[config.mk]
export PLATFORM = sky130hd
export DESIGN_NAME = scarv_cop_mul_sched
export DESIGN_NICKNAME = d
export VERILOG_FILES = /design/src/rtl/scarv_cop_mul_sched_pkg.sv /design/src/rtl/scarv_cop_mul_sched_arb.sv /design/src/rtl/scarv_cop_mul_sched.sv
export SDC_FILE = /design/constraint.sdc
export NUM_CORES = 1
export LEC_CHECK = 0
export CELL_PAD_IN_SITES_DETAIL_PLACEMENT = 0
export CELL_PAD_IN_SITES_GLOBAL_PLACEMENT = 1
export CORE_AREA = 2 2 225 227
export CTS_CLUSTER_SIZE = 16
export DETAILED_ROUTE_END_ITERATION = 8
export DIE_AREA = 0 0 227 229
export PLACE_DENSITY = 0.85
export SLEW_MARGIN = 20
export SYNTH_ARGS = -nofsm -noshare
export SYNTH_HDL_FRONTEND = slang
export SYNTH_SLANG_ARGS = --single-unit
[constraint.sdc]
create_clock -name g_clk -period 35.9 [get_ports g_clk]
set_input_delay 5.385 -clock g_clk [delete_from_list [all_inputs] [get_ports g_clk]]
set_output_delay 5.385 -clock g_clk [all_outputs]
set_load 0.02 [all_outputs]
[src/rtl/scarv_cop_mul_sched_pkg.sv]
// Shared types, pack-width codes and lane helpers for the SCARV multiplier scheduler.
// Lane helpers work on any power-of-two lane width w in 2..32 with 2w-bit accumulator slices.
package scarv_cop_mul_sched_pkg;

    localparam logic [2:0] PW_32 = 3'b000;
    localparam logic [2:0] PW_16 = 3'b001;
    localparam logic [2:0] PW_8  = 3'b010;
    localparam logic [2:0] PW_4  = 3'b011;
    localparam logic [2:0] PW_2  = 3'b100;

    typedef enum logic [1:0] {
        ST_IDLE = 2'b00,
        ST_RUN  = 2'b01,
        ST_DONE = 2'b10
    } state_e;

    // Reserved codes fall back to full 32-bit lanes.
    function automatic logic [5:0] lane_width(input logic [2:0] pw);
        logic [5:0] w;
        case (pw)
            PW_32:   w = 6'd32;
            PW_16:   w = 6'd16;
            PW_8:    w = 6'd8;
            PW_4:    w = 6'd4;
            PW_2:    w = 6'd2;
            default: w = 6'd32;
        endcase
        return w;
    endfunction

    function automatic logic [5:0] slice_mask(input logic [5:0] w);
        return 6'(({1'b0, w} << 1) - 7'd1);
    endfunction

    // Place each w-bit lane of v zero-extended into its own 2w-bit slice.
    function automatic logic [63:0] spread_lanes(input logic [31:0] v, input logic [5:0] w);
        logic [63:0] r;
        logic [5:0]  m2;
        logic [5:0]  pos;
        logic [5:0]  off;
        logic [5:0]  base;
        r  = 64'd0;
        m2 = slice_mask(w);
        for (int p = 0; p < 64; p++) begin
            pos  = 6'(p);
            off  = pos & m2;
            base = (pos & ~m2) >> 1;
            if (off < w) begin
                r[p] = v[5'(base + off)];
            end else begin
                r[p] = 1'b0;
            end
        end
        return r;
    endfunction

    // Replicate bit k of each lane of v across that lane's 2w-bit slice.
    function automatic logic [63:0] lane_bits(input logic [31:0] v, input logic [5:0] w,
                                              input logic [4:0] k);
        logic [63:0] r;
        logic [5:0]  m2;
        logic [5:0]  base;
        r  = 64'd0;
        m2 = slice_mask(w);
        for (int p = 0; p < 64; p++) begin
            base = (6'(p) & ~m2) >> 1;
            r[p] = v[5'(base + {1'b0, k})];
        end
        return r;
    endfunction

    // Ripple add with the carry killed at every 2w slice boundary.
    function automatic logic [63:0] lane_add(input logic [63:0] x, input logic [63:0] y,
                                             input logic [5:0] w);
        logic [63:0] r;
        logic [5:0]  m2;
        logic        carry;
        logic        c;
        r     = 64'd0;
        carry = 1'b0;
        m2    = slice_mask(w);
        for (int p = 0; p < 64; p++) begin
            c     = ((6'(p) & m2) == 6'd0) ? 1'b0 : carry;
            r[p]  = x[p] ^ y[p] ^ c;
            carry = (x[p] & y[p]) | (c & (x[p] ^ y[p]));
        end
        return r;
    endfunction

    // True when any lane still has a set multiplier bit above position k.
    function automatic logic bits_pending(input logic [31:0] v, input logic [5:0] w,
                                          input logic [4:0] k);
        logic       pend;
        logic [5:0] m1;
        pend = 1'b0;
        m1   = w - 6'd1;
        for (int q = 0; q < 32; q++) begin
            if ((6'(q) & m1) > {1'b0, k}) begin
                pend = pend | v[q];
            end else begin
                pend = pend;
            end
        end
        return pend;
    endfunction

    // Gather the low or high w bits of every 2w slice, lane 0 in the LSBs.
    function automatic logic [31:0] select_half(input logic [63:0] acc, input logic [5:0] w,
                                                input logic high);
        logic [31:0] r;
        logic [5:0]  m1;
        logic [5:0]  pos;
        logic [5:0]  src;
        r  = 32'd0;
        m1 = w - 6'd1;
        for (int q = 0; q < 32; q++) begin
            pos  = 6'(q);
            src  = ((pos & ~m1) << 1) + (pos & m1) + (high ? w : 6'd0);
            r[q] = acc[src];
        end
        return r;
    endfunction

endpackage

[src/rtl/scarv_cop_mul_sched_arb.sv]
// Two-way round-robin arbiter for the shared multiplier; the pointer moves only on accept.
module scarv_cop_mul_rr_arb
    import scarv_cop_mul_sched_pkg::*;
(
    input  logic       g_clk,
    input  logic       g_reset,
    input  logic [1:0] valid,
    input  logic       accept,
    output logic [1:0] grant
);

    logic ptr_r;

    // A lone requester always wins; on contention the pointer holder wins.
    always_comb begin
        grant = 2'b00;
        case (valid)
            2'b01:   grant = 2'b01;
            2'b10:   grant = 2'b10;
            2'b11:   grant = ptr_r ? 2'b10 : 2'b01;
            default: grant = 2'b00;
        endcase
    end

    // Priority passes to the requester that was not just served.
    always_ff @(posedge g_clk) begin
        if (g_reset) begin
            ptr_r <= 1'b0;
        end else if (accept) begin
            ptr_r <= ~grant[1];
        end
    end

endmodule

[src/rtl/scarv_cop_mul_sched.sv]
// Shared bit-serial packed multiplier scheduler for the SCARV coprocessor (ALU = req0, MP = req1).
// Define SCARV_COP_MUL_EARLY_EXIT_EN to finish once no multiplier bits remain (not constant-time).
module scarv_cop_mul_sched
    import scarv_cop_mul_sched_pkg::*;
(
    input  logic        g_clk,
    input  logic        g_reset,
    input  logic [1:0]  req_valid,
    output logic [1:0]  req_ready,
    input  logic [63:0] req_a,
    input  logic [63:0] req_b,
    input  logic [5:0]  req_pw,
    input  logic [1:0]  req_high,
    input  logic [1:0]  req_ncarry,
    output logic [1:0]  rsp_valid,
    output logic [31:0] rsp_result
);

    state_e      state_r;
    state_e      state_nxt_s;
    logic [1:0]  grant_s;
    logic        accept_s;
    logic [1:0]  req_ready_s;

    logic [31:0] sel_a_s;
    logic [31:0] sel_b_s;
    logic [2:0]  sel_pw_s;
    logic        sel_high_s;
    logic        sel_ncarry_s;

    logic [31:0] a_r;
    logic [31:0] b_r;
    logic [5:0]  w_r;
    logic        high_r;
    logic        ncarry_r;
    logic        owner_r;
    logic [63:0] acc_r;
    logic [4:0]  cnt_r;
    logic [1:0]  rsp_valid_r;
    logic [31:0] rsp_result_r;

    logic [63:0] pp_s;
    logic [63:0] acc_nxt_s;
    logic [31:0] result_nxt_s;
    logic        last_s;

    scarv_cop_mul_rr_arb u_arb (
        .g_clk   (g_clk),
        .g_reset (g_reset),
        .valid   (req_valid),
        .accept  (accept_s),
        .grant   (grant_s)
    );

    // Operand mux for the granted requester.
    always_comb begin
        sel_a_s      = 32'd0;
        sel_b_s      = 32'd0;
        sel_pw_s     = 3'b000;
        sel_high_s   = 1'b0;
        sel_ncarry_s = 1'b0;
        if (grant_s[1]) begin
            sel_a_s      = req_a[63:32];
            sel_b_s      = req_b[63:32];
            sel_pw_s     = req_pw[5:3];
            sel_high_s   = req_high[1];
            sel_ncarry_s = req_ncarry[1];
        end else begin
            sel_a_s      = req_a[31:0];
            sel_b_s      = req_b[31:0];
            sel_pw_s     = req_pw[2:0];
            sel_high_s   = req_high[0];
            sel_ncarry_s = req_ncarry[0];
        end
    end

    // One shift-add (or shift-xor) step across all lanes.
    always_comb begin
        pp_s = (spread_lanes(a_r, w_r) << cnt_r) & lane_bits(b_r, w_r, cnt_r);
        if (ncarry_r) begin
            acc_nxt_s = acc_r ^ pp_s;
        end else begin
            acc_nxt_s = lane_add(acc_r, pp_s, w_r);
        end
        result_nxt_s = select_half(acc_nxt_s, w_r, high_r);
    end

    // Final-iteration detection.
    always_comb begin
        last_s = 1'b0;
`ifdef SCARV_COP_MUL_EARLY_EXIT_EN
        if ((cnt_r == 5'(w_r - 6'd1)) || !bits_pending(b_r, w_r, cnt_r)) begin
            last_s = 1'b1;
        end else begin
            last_s = 1'b0;
        end
`else
        if (cnt_r == 5'(w_r - 6'd1)) begin
            last_s = 1'b1;
        end else begin
            last_s = 1'b0;
        end
`endif
    end

    // Next state and the combinational ready.
    always_comb begin
        state_nxt_s = state_r;
        accept_s    = 1'b0;
        req_ready_s = 2'b00;
        case (state_r)
            ST_IDLE: begin
                req_ready_s = grant_s;
                if (grant_s != 2'b00) begin
                    accept_s    = 1'b1;
                    state_nxt_s = ST_RUN;
                end else begin
                    state_nxt_s = ST_IDLE;
                end
            end
            ST_RUN: begin
                if (last_s) begin
                    state_nxt_s = ST_DONE;
                end else begin
                    state_nxt_s = ST_RUN;
                end
            end
            ST_DONE: state_nxt_s = ST_IDLE;
            default: state_nxt_s = ST_IDLE;
        endcase
    end

    // State, operand capture, accumulator and registered response.
    always_ff @(posedge g_clk) begin
        if (g_reset) begin
            state_r      <= ST_IDLE;
            a_r          <= 32'd0;
            b_r          <= 32'd0;
            w_r          <= 6'd32;
            high_r       <= 1'b0;
            ncarry_r     <= 1'b0;
            owner_r      <= 1'b0;
            acc_r        <= 64'd0;
            cnt_r        <= 5'd0;
            rsp_valid_r  <= 2'b00;
            rsp_result_r <= 32'd0;
        end else begin
            state_r     <= state_nxt_s;
            rsp_valid_r <= 2'b00;
            case (state_r)
                ST_IDLE: begin
                    if (accept_s) begin
                        a_r      <= sel_a_s;
                        b_r      <= sel_b_s;
                        w_r      <= lane_width(sel_pw_s);
                        high_r   <= sel_high_s;
                        ncarry_r <= sel_ncarry_s;
                        owner_r  <= grant_s[1];
                        acc_r    <= 64'd0;
                        cnt_r    <= 5'd0;
                    end
                end
                ST_RUN: begin
                    acc_r <= acc_nxt_s;
                    cnt_r <= cnt_r + 5'd1;
                    if (last_s) begin
                        rsp_valid_r  <= owner_r ? 2'b10 : 2'b01;
                        rsp_result_r <= result_nxt_s;
                    end
                end
                ST_DONE: cnt_r <= 5'd0;
                default: cnt_r <= 5'd0;
            endcase
        end
    end

    assign req_ready  = req_ready_s;
    assign rsp_valid  = rsp_valid_r;
    assign rsp_result = rsp_result_r;

endmodule
# After elaboration in Yosys (flattened, before gate mapping)
# Cells that the tools add are included.
[word_totals] in_bits=142 register_bits=179 wordCells=1166
[classes] order_cmp=191 reduce_logical=70 n_bitwise=321 shift=1 n_mux=403 add_sub_neg=158 eq_ne=10
[ops] operator="5-bit by 6-bit less-than comparator with 1-bit output, second input constant" count=88
[ops] operator="1-bit binary-select mux with 5-bit select" count=94
[ops] operator="6-bit zero test" count=63
[ops] operator="1-bit 2-to-1 mux" count=261
[ops] operator="6-bit by 7-bit less-than comparator with 1-bit output, second input constant" count=32
[ops] operator="1-bit binary-select mux with 6-bit select" count=32
[ops] operator="6-bit less-than comparator" count=32
[ops] operator="5-bit adder" count=32
[ops] operator="6-bit adder" count=25
[ops] operator="64-bit 2-to-1 mux" count=2
[ops] operator="64-bit case mux with 2 select lines" count=1
[ops] operator="1-bit bitwise XOR" count=127
[ops] operator="1-bit AND" count=125
[ops] operator="4-bit by 5-bit adder with 5-bit output" count=24
[ops] operator="6-bit by 5-bit adder with 6-bit output" count=16
[ops] operator="5-bit by 6-bit less-than comparator with 1-bit output" count=16
[ops] operator="64-bit AND" count=1
[ops] operator="32-bit 2-to-1 mux" count=2
[ops] operator="64-bit by 5-bit << shifter with 64-bit output" count=1
[ops] operator="64-bit bitwise XOR" count=1
[ops] operator="1-bit bitwise OR" count=62
[ops] operator="5-bit by 4-bit adder with 6-bit output" count=8
[ops] operator="4-bit by 6-bit less-than comparator with 1-bit output" count=8
[ops] operator="3-bit by 4-bit adder with 5-bit output" count=8
[ops] operator="other kinds (47)" count=93

# Longest topological paths before layout
[logic_depth] depth_word=200 mapped_depth=105

# Modules after synthesis
# A second synthesis with hierarchy kept.
[unflattened] cells_unflattened=2728 hier_area_um2=22612.9
[modules_own_cells] mod="scarv_cop_mul_sched" cells_each=2722 n_inst=1 seq_area_each_um2=3543.4 area_per_inst_um2=22559.1
[modules_own_cells] mod="scarv_cop_mul_rr_arb" cells_each=6 n_inst=1 seq_area_each_um2=20.0 area_per_inst_um2=53.8

# Least setup slack after synthesis
# Ideal clock, no wire load.
[synth_timing] path_type="register to register" startpoint="reg cnt_r[0]" endpoint="reg rsp_result_r[16], in the netlist rsp_result[16]" path_buffers=5 slack_ns=8.600 path_stages_with_launch=105 arrival_time_ns=27.168 path_cell_list="dfxtp_1 > clkbuf_1 > inv_1 > clkbuf_1 > clkbuf_1 > clkbuf_1 > clkbuf_1 > nand4_1 > nor2_1 > ha_1 > inv_1 > fa_1 > fa_1 > inv_1 > fa_1 > nand2_1 > fa_1 > fa_1 > [69 not listed] > fa_1 > fa_1 > inv_1 > fa_1 > inv_1 > fa_1 > a21o_1 > fa_1 > fa_1 > inv_1 > fa_1 > mux2i_1 > mux2i_1 > mux2i_1 > a21oi_1 > mux4_2 > nor2_1 > nor3_1"
[synth_via] elab_chain_cells=195
[synth_rtl] element="start: declaration" line="scarv_cop_mul_sched.sv:38" rtl="logic [4:0] cnt_r;"
[synth_rtl] element="start signal: assignment" line="scarv_cop_mul_sched.sv:165" rtl="cnt_r <= cnt_r + 5'd1;"
[synth_rtl] element="branches (longest 195 deep; another with 1-bit by 5-bit adder with 5-bit output)"
[synth_rtl] element="end signal: assignment" line="scarv_cop_mul_sched.sv:168" rtl="rsp_result_r <= result_nxt_s;"
[synth_rtl] element="end: declaration" line="scarv_cop_mul_sched.sv:40" rtl="logic [31:0] rsp_result_r;"
# Parallel ways; which one is timed is not known. The select of a mux whose other input is x is not followed.
# A chain may end at the register's enable or synchronous reset.

# Worst setup path after layout
[layout_timing] startpoint="reg w_r[1]" endpoint="reg rsp_result_r[28], in the netlist rsp_result[28]"
[layout_via] elab_chain_cells=200
[layout_rtl] element="start: declaration" line="scarv_cop_mul_sched.sv:33" rtl="logic [5:0] w_r;"
[layout_rtl] element="start signal: assignment" line="scarv_cop_mul_sched.sv:155" rtl="w_r <= lane_width(sel_pw_s);"
[layout_rtl] element="6-bit by 1-bit subtractor with 6-bit output" line="scarv_cop_mul_sched_pkg.sv:32" rtl="return 6'(({1'b0, w} << 1) - 7'd1);"
[layout_rtl] element="6-bit inverter" line="scarv_cop_mul_sched_pkg.sv:47, scarv_cop_mul_sched_pkg.sv:66"
[layout_rtl] element="4-bit by 5-bit adder with 5-bit output, or another cell as far along" line="scarv_cop_mul_sched_pkg.sv:49" rtl="r[p] = v[5'(base + off)];"
[layout_rtl] element="1-bit binary-select mux with 5-bit select" line="scarv_cop_mul_sched_pkg.sv:49"
[layout_rtl] element="1-bit 2-to-1 mux (implied by the code)" line="scarv_cop_mul_sched_pkg.sv:49"
[layout_rtl] element="1-bit 2-to-1 mux" line="scarv_cop_mul_sched_pkg.sv:48" rtl="if (off < w) begin"
[layout_rtl] element="64-bit by 5-bit << shifter with 64-bit output" line="scarv_cop_mul_sched.sv:79" rtl="pp_s = (spread_lanes(a_r, w_r) << cnt_r) & lane_bits(b_r, w_r, cnt_r);"
[layout_rtl] element="64-bit AND" line="scarv_cop_mul_sched.sv:79"
[layout_rtl] element="[184 not listed]"
[layout_rtl] element="1-bit 2-to-1 mux" line="scarv_cop_mul_sched_pkg.sv:83" rtl="c = ((6'(p) & m2) == 6'd0) ? 1'b0 : carry;"
[layout_rtl] element="1-bit AND" line="scarv_cop_mul_sched_pkg.sv:85" rtl="carry = (x[p] & y[p]) | (c & (x[p] ^ y[p]));"
[layout_rtl] element="1-bit bitwise OR" line="scarv_cop_mul_sched_pkg.sv:85"
[layout_rtl] element="1-bit 2-to-1 mux" line="scarv_cop_mul_sched_pkg.sv:83"
[layout_rtl] element="1-bit bitwise XOR" line="scarv_cop_mul_sched_pkg.sv:84" rtl="r[p] = x[p] ^ y[p] ^ c;"
[layout_rtl] element="64-bit 2-to-1 mux" line="scarv_cop_mul_sched.sv:80" rtl="if (ncarry_r) begin"
[layout_rtl] element="1-bit binary-select mux with 6-bit select" line="scarv_cop_mul_sched_pkg.sv:119" rtl="r[q] = acc[src];"
[layout_rtl] element="1-bit 2-to-1 mux (implied by the code)" line="scarv_cop_mul_sched_pkg.sv:119"
# Several ways; a longest one is shown, not always the timed one. The select of a mux whose other input is x is not followed.

==> out/summary.md <==
Measured along the x axis, the die boundary spans 227 µm. Dividing the final minimum period by the clock period gives 81.32%. The slew at the pin closest to its max-slew limit is 1149 ps. The register bit count reported by yosys is 178, and the insertion delay of the later-clocked pin in the worst-skew pair is 510 ps. The run gives 22.56% as the remaining max-slew budget at the tightest pin. STA classifies the critical path endpoint as a register. For this run, the top clock speed supported by timing is 0.03425 GHz. After detailed placement, the total cell area comes to 0.02478 mm². Ranked by total cell area, the synthesized netlist is headed by sky130_fd_sc_hd__dfxtp_1 (16%), sky130_fd_sc_hd__mux2i_1 (14%), sky130_fd_sc_hd__mux4_2 (9.4%), sky130_fd_sc_hd__fa_1 (7.0%), sky130_fd_sc_hd__nor2_1 (6.7%). TritonCTS built the clock tree.

Synthesis handed over a netlist of 2794 instances. STA classifies the critical path startpoint as a register. The cell with the largest stage delay on the worst path is sky130_fd_sc_hd__dfxtp_4. The cell at the root of the clock tree was sky130_fd_sc_hd__clkbuf_16. The number of global-route vias before repair was 21.09k; the endpoint required time on the critical path was 36270 ps. The highest cell delay on the worst timing path is 750 ps. The clock drives 178 sinks. After detailed routing, the total wire length is 90720 µm. The maximum count of clock buffers along a single path was 2; the number of levels the H-tree was split into was 4. Using the TritonRoute via totals, the vias-per-cell ratio works out to 6.293.

On the final layout, the worst clock skew is 15.14 ps. The average wire per standard cell works out to 25.85 µm. Setup repair after global routing left no endpoint under its margin. In the final layout, the share of cells above drive strength 1 is 11.10%. The synthesized area divided by synthesized cell count was 8.081 µm²; the CTS buffer count was 17. Power spread over the standard cell area amounts to 33.08 mW/mm².

The first global-routing pass estimated 135600 µm of wire. The global router's overall resource usage is 35.06%, and the total number of nets in the final design is 3145. The Yosys step of the flow raised 0 warnings.

The tools report the initial antenna violation count as 0. The count of final max-slew check failures is 0, and the max-capacitance violation count is 0. After synthesis the cells add up to 0.02258 mm².

The floorplan step set the die height to 229 µm. In this run the remaining antenna-violating nets after routing total 0. Per report_power, the combinational group accounts for 48.2% of the total.

The floorplan has 82 rows. The initial utilization of the core area, before any placement, comes to 45.47%. The sum of negative setup slack is 0 ps, and the top cell type's share of synthesized area is 15.78%. The path class of the tightest hold or removal check is reg2reg. In the synthesized netlist the async set-or-reset flop fraction comes to 0%.

The final count of hold timing violations came out at 0. The top cell type by total area after synthesis is sky130_fd_sc_hd__dfxtp_1. The count of inserted antenna diode cells came out at 0. In this run switching power makes up 43.58% of total power. The routed layout has 22.08k vias. The clock-pin transition on the worst setup and hold timing paths is 80 ps. The critical path is of the reg2reg type. By instance count, the leading cell after synthesis is sky130_fd_sc_hd__nor2_1. In this run, post-CTS repair resized a total of 0 instances. The area growth from synthesis to layout is 12.46%.

The number of buffers and inverters on the critical path is 12. Yosys mapped a number of flops with a built-in enable equal to 0. For the instance count after placement with tap cells included, the log shows 3477. For the number of DRC violations after detailed routing, the log shows 0. Along the worst path, the maximum fanout reaches 46. The placed wire-length estimate after detailed placement is 70450 µm. After clock tree synthesis, the setup repair step added 0 buffers. The cell with the most instances on the worst path was sky130_fd_sc_hd__fa_1. The internal portion of the total power is 0.4739 mW. Summed over all layers, the global routing overflow is 0.

Post-route non-filler standard cell count: 3509. The number of distinct library cell variants in the gate-level netlist after synthesis was 87; the number of hold buffers added after CTS was 0. The first detailed-routing pass took 7 iterations. STA puts the critical path data arrival time at 29570 ps. The logs give 471.8 ps for the worst hold-check slack and 0.02539 mm² for the final instance area. During placement, the flow inserted port buffers numbering 177. Routability-driven placement finished with a final weighted congestion of 1.041. Among cell families on the critical path, the largest total delay comes from adder cells.

Registers are responsible for 26.8% of the overall power. The most used flip-flop cell after synthesis is sky130_fd_sc_hd__dfxtp_1. The flow ran to the end, and the final reports show no timing, DRC or antenna violations.

Static power due to leakage: 10.47 nW. The number of failing setup endpoints in the final timing report is 0. The starting DRC count in detailed routing is 2295, and the peak supply drop is 0.00003758 V. By count the netlist is led by sky130_fd_sc_hd__nor2_1 (403), sky130_fd_sc_hd__mux2i_1 (311), sky130_fd_sc_hd__nand2_1 (234). The I/O pin count was 178; the clock period minus worst slack was 29190 ps. The net load switching power is 0.3660 mW. The floorplan step defined a die boundary enclosing 0.05198 mm².

Across all register-to-register paths, the minimum setup slack is 6710 ps. After floorplanning, the core was sized to cover 0.04966 mm². The proportion of synthesized chip area in sequential cells is 15.78%.

The tools report the share of total power in the clock network as 25.0%. Entering global routing, the biggest net connects 115 pins.
-- power by group through the flow --
| stage | combinational, mW | sequential, mW | clock [mW] |
|---|---|---|---|
| 3_5_place_dp | 0.395 | 0.229 | 0 |
| 6_report | 0.405 | 0.225 | 0.210 |
| 3_3_place_gp | 0.390 | 0.229 | 0 |
| 2_1_floorplan | 0.267 | 0.218 | 0 |
| 5_1_grt | 0.432 | 0.226 | 0.221 |
| 4_1_cts | 0.397 | 0.225 | 0.214 |
-- path summary, 6_finish.rpt --
| kind | endpoint | start | cells after the start |
|---|---|---|---|
| worst max-delay path | rsp_result[28] | w_r[1] | 101 |
| worst min register to register | rsp_result[18] | rsp_result[18] | 2 |
| worst min-delay path | rsp_result[18] | rsp_result[18] | 2 |
| worst max register to register | rsp_result[28] | w_r[1] | 101 |
-- through the flow --
stage	util [%]	setup slack, ps	total power, mW
2_1_floorplan	-	8600	0.4853
3_3_place_gp	49.90	7534	0.6192
3_5_place_dp	49.90	7043	0.6243
4_1_cts	51.13	6936	0.8359
5_1_grt	51.13	5615	0.8801
6_report	51.13	6706	0.8399
-- tightest hold or removal path: stages, from the launching register on --
cell and delay, ps:
sky130_fd_sc_hd__dfxtp_1 320, sky130_fd_sc_hd__nand2_1 50, sky130_fd_sc_hd__a21oi_1 50
-- cell usage in the layout (no fill, tap or decap), types with 76 or more instances in the layout --
cell type / instances
sky130_fd_sc_hd__mux2i_1: 311
sky130_fd_sc_hd__nand2_1: 234
sky130_fd_sc_hd__a211oi_1: 76
sky130_fd_sc_hd__mux2_2: 89
sky130_fd_sc_hd__mux4_2: 94
sky130_fd_sc_hd__inv_1: 159
sky130_fd_sc_hd__dfxtp_1: 171
sky130_fd_sc_hd__fa_1: 79
sky130_fd_sc_hd__a21oi_1: 135
sky130_fd_sc_hd__nor2_1: 402
sky130_fd_sc_hd__clkdlybuf4s50_1: 176
sky130_fd_sc_hd__o21ai_0: 134
sky130_fd_sc_hd__ha_1: 99
-- flip-flops by register name, summed over array words and instances (netlist names), 2 cells and up --
signal      cells
acc_r          64
rsp_result     32
rsp_valid       2
state_r         2
cnt_r           5
a_r            32
w_r             5
b_r            32
-- metal layers --
metal,track usage (%),routed length [µm],vias to the layer above,share of wire (%)
met5,0,0,-,0
met4,20.45,5855,0,6.5
met3,5.901,6442,218,7.1
met2,55.16,41680,1070,46
met1,45.20,36740,10760,40
li1,-,-,10030,-
-- cell type report --
class                   count  area [µm²]
clock buffers              19       442.9
clock inverters            13       171.4
fillers                  4820       24270
inverters                 166       623.1
multi-input cells        2232       17570
flip-flops and latches    178        3580
well taps                 672       840.8
repair buffers            229        2163
-- kinds of logic after synthesis --
logic type                 share of synthesized area (%)
and+or+nand+nor                                    16.85
AOI/OAI and AO/OA                                  18.08
muxes                                              27.67
buffers and inverters                              6.683
adders and majority gates                          12.55
DFF                                                15.78
xor gates and xnor gates                           2.383
other                                            0.01661
Note: power is estimated with default switching activity, not from simulation.
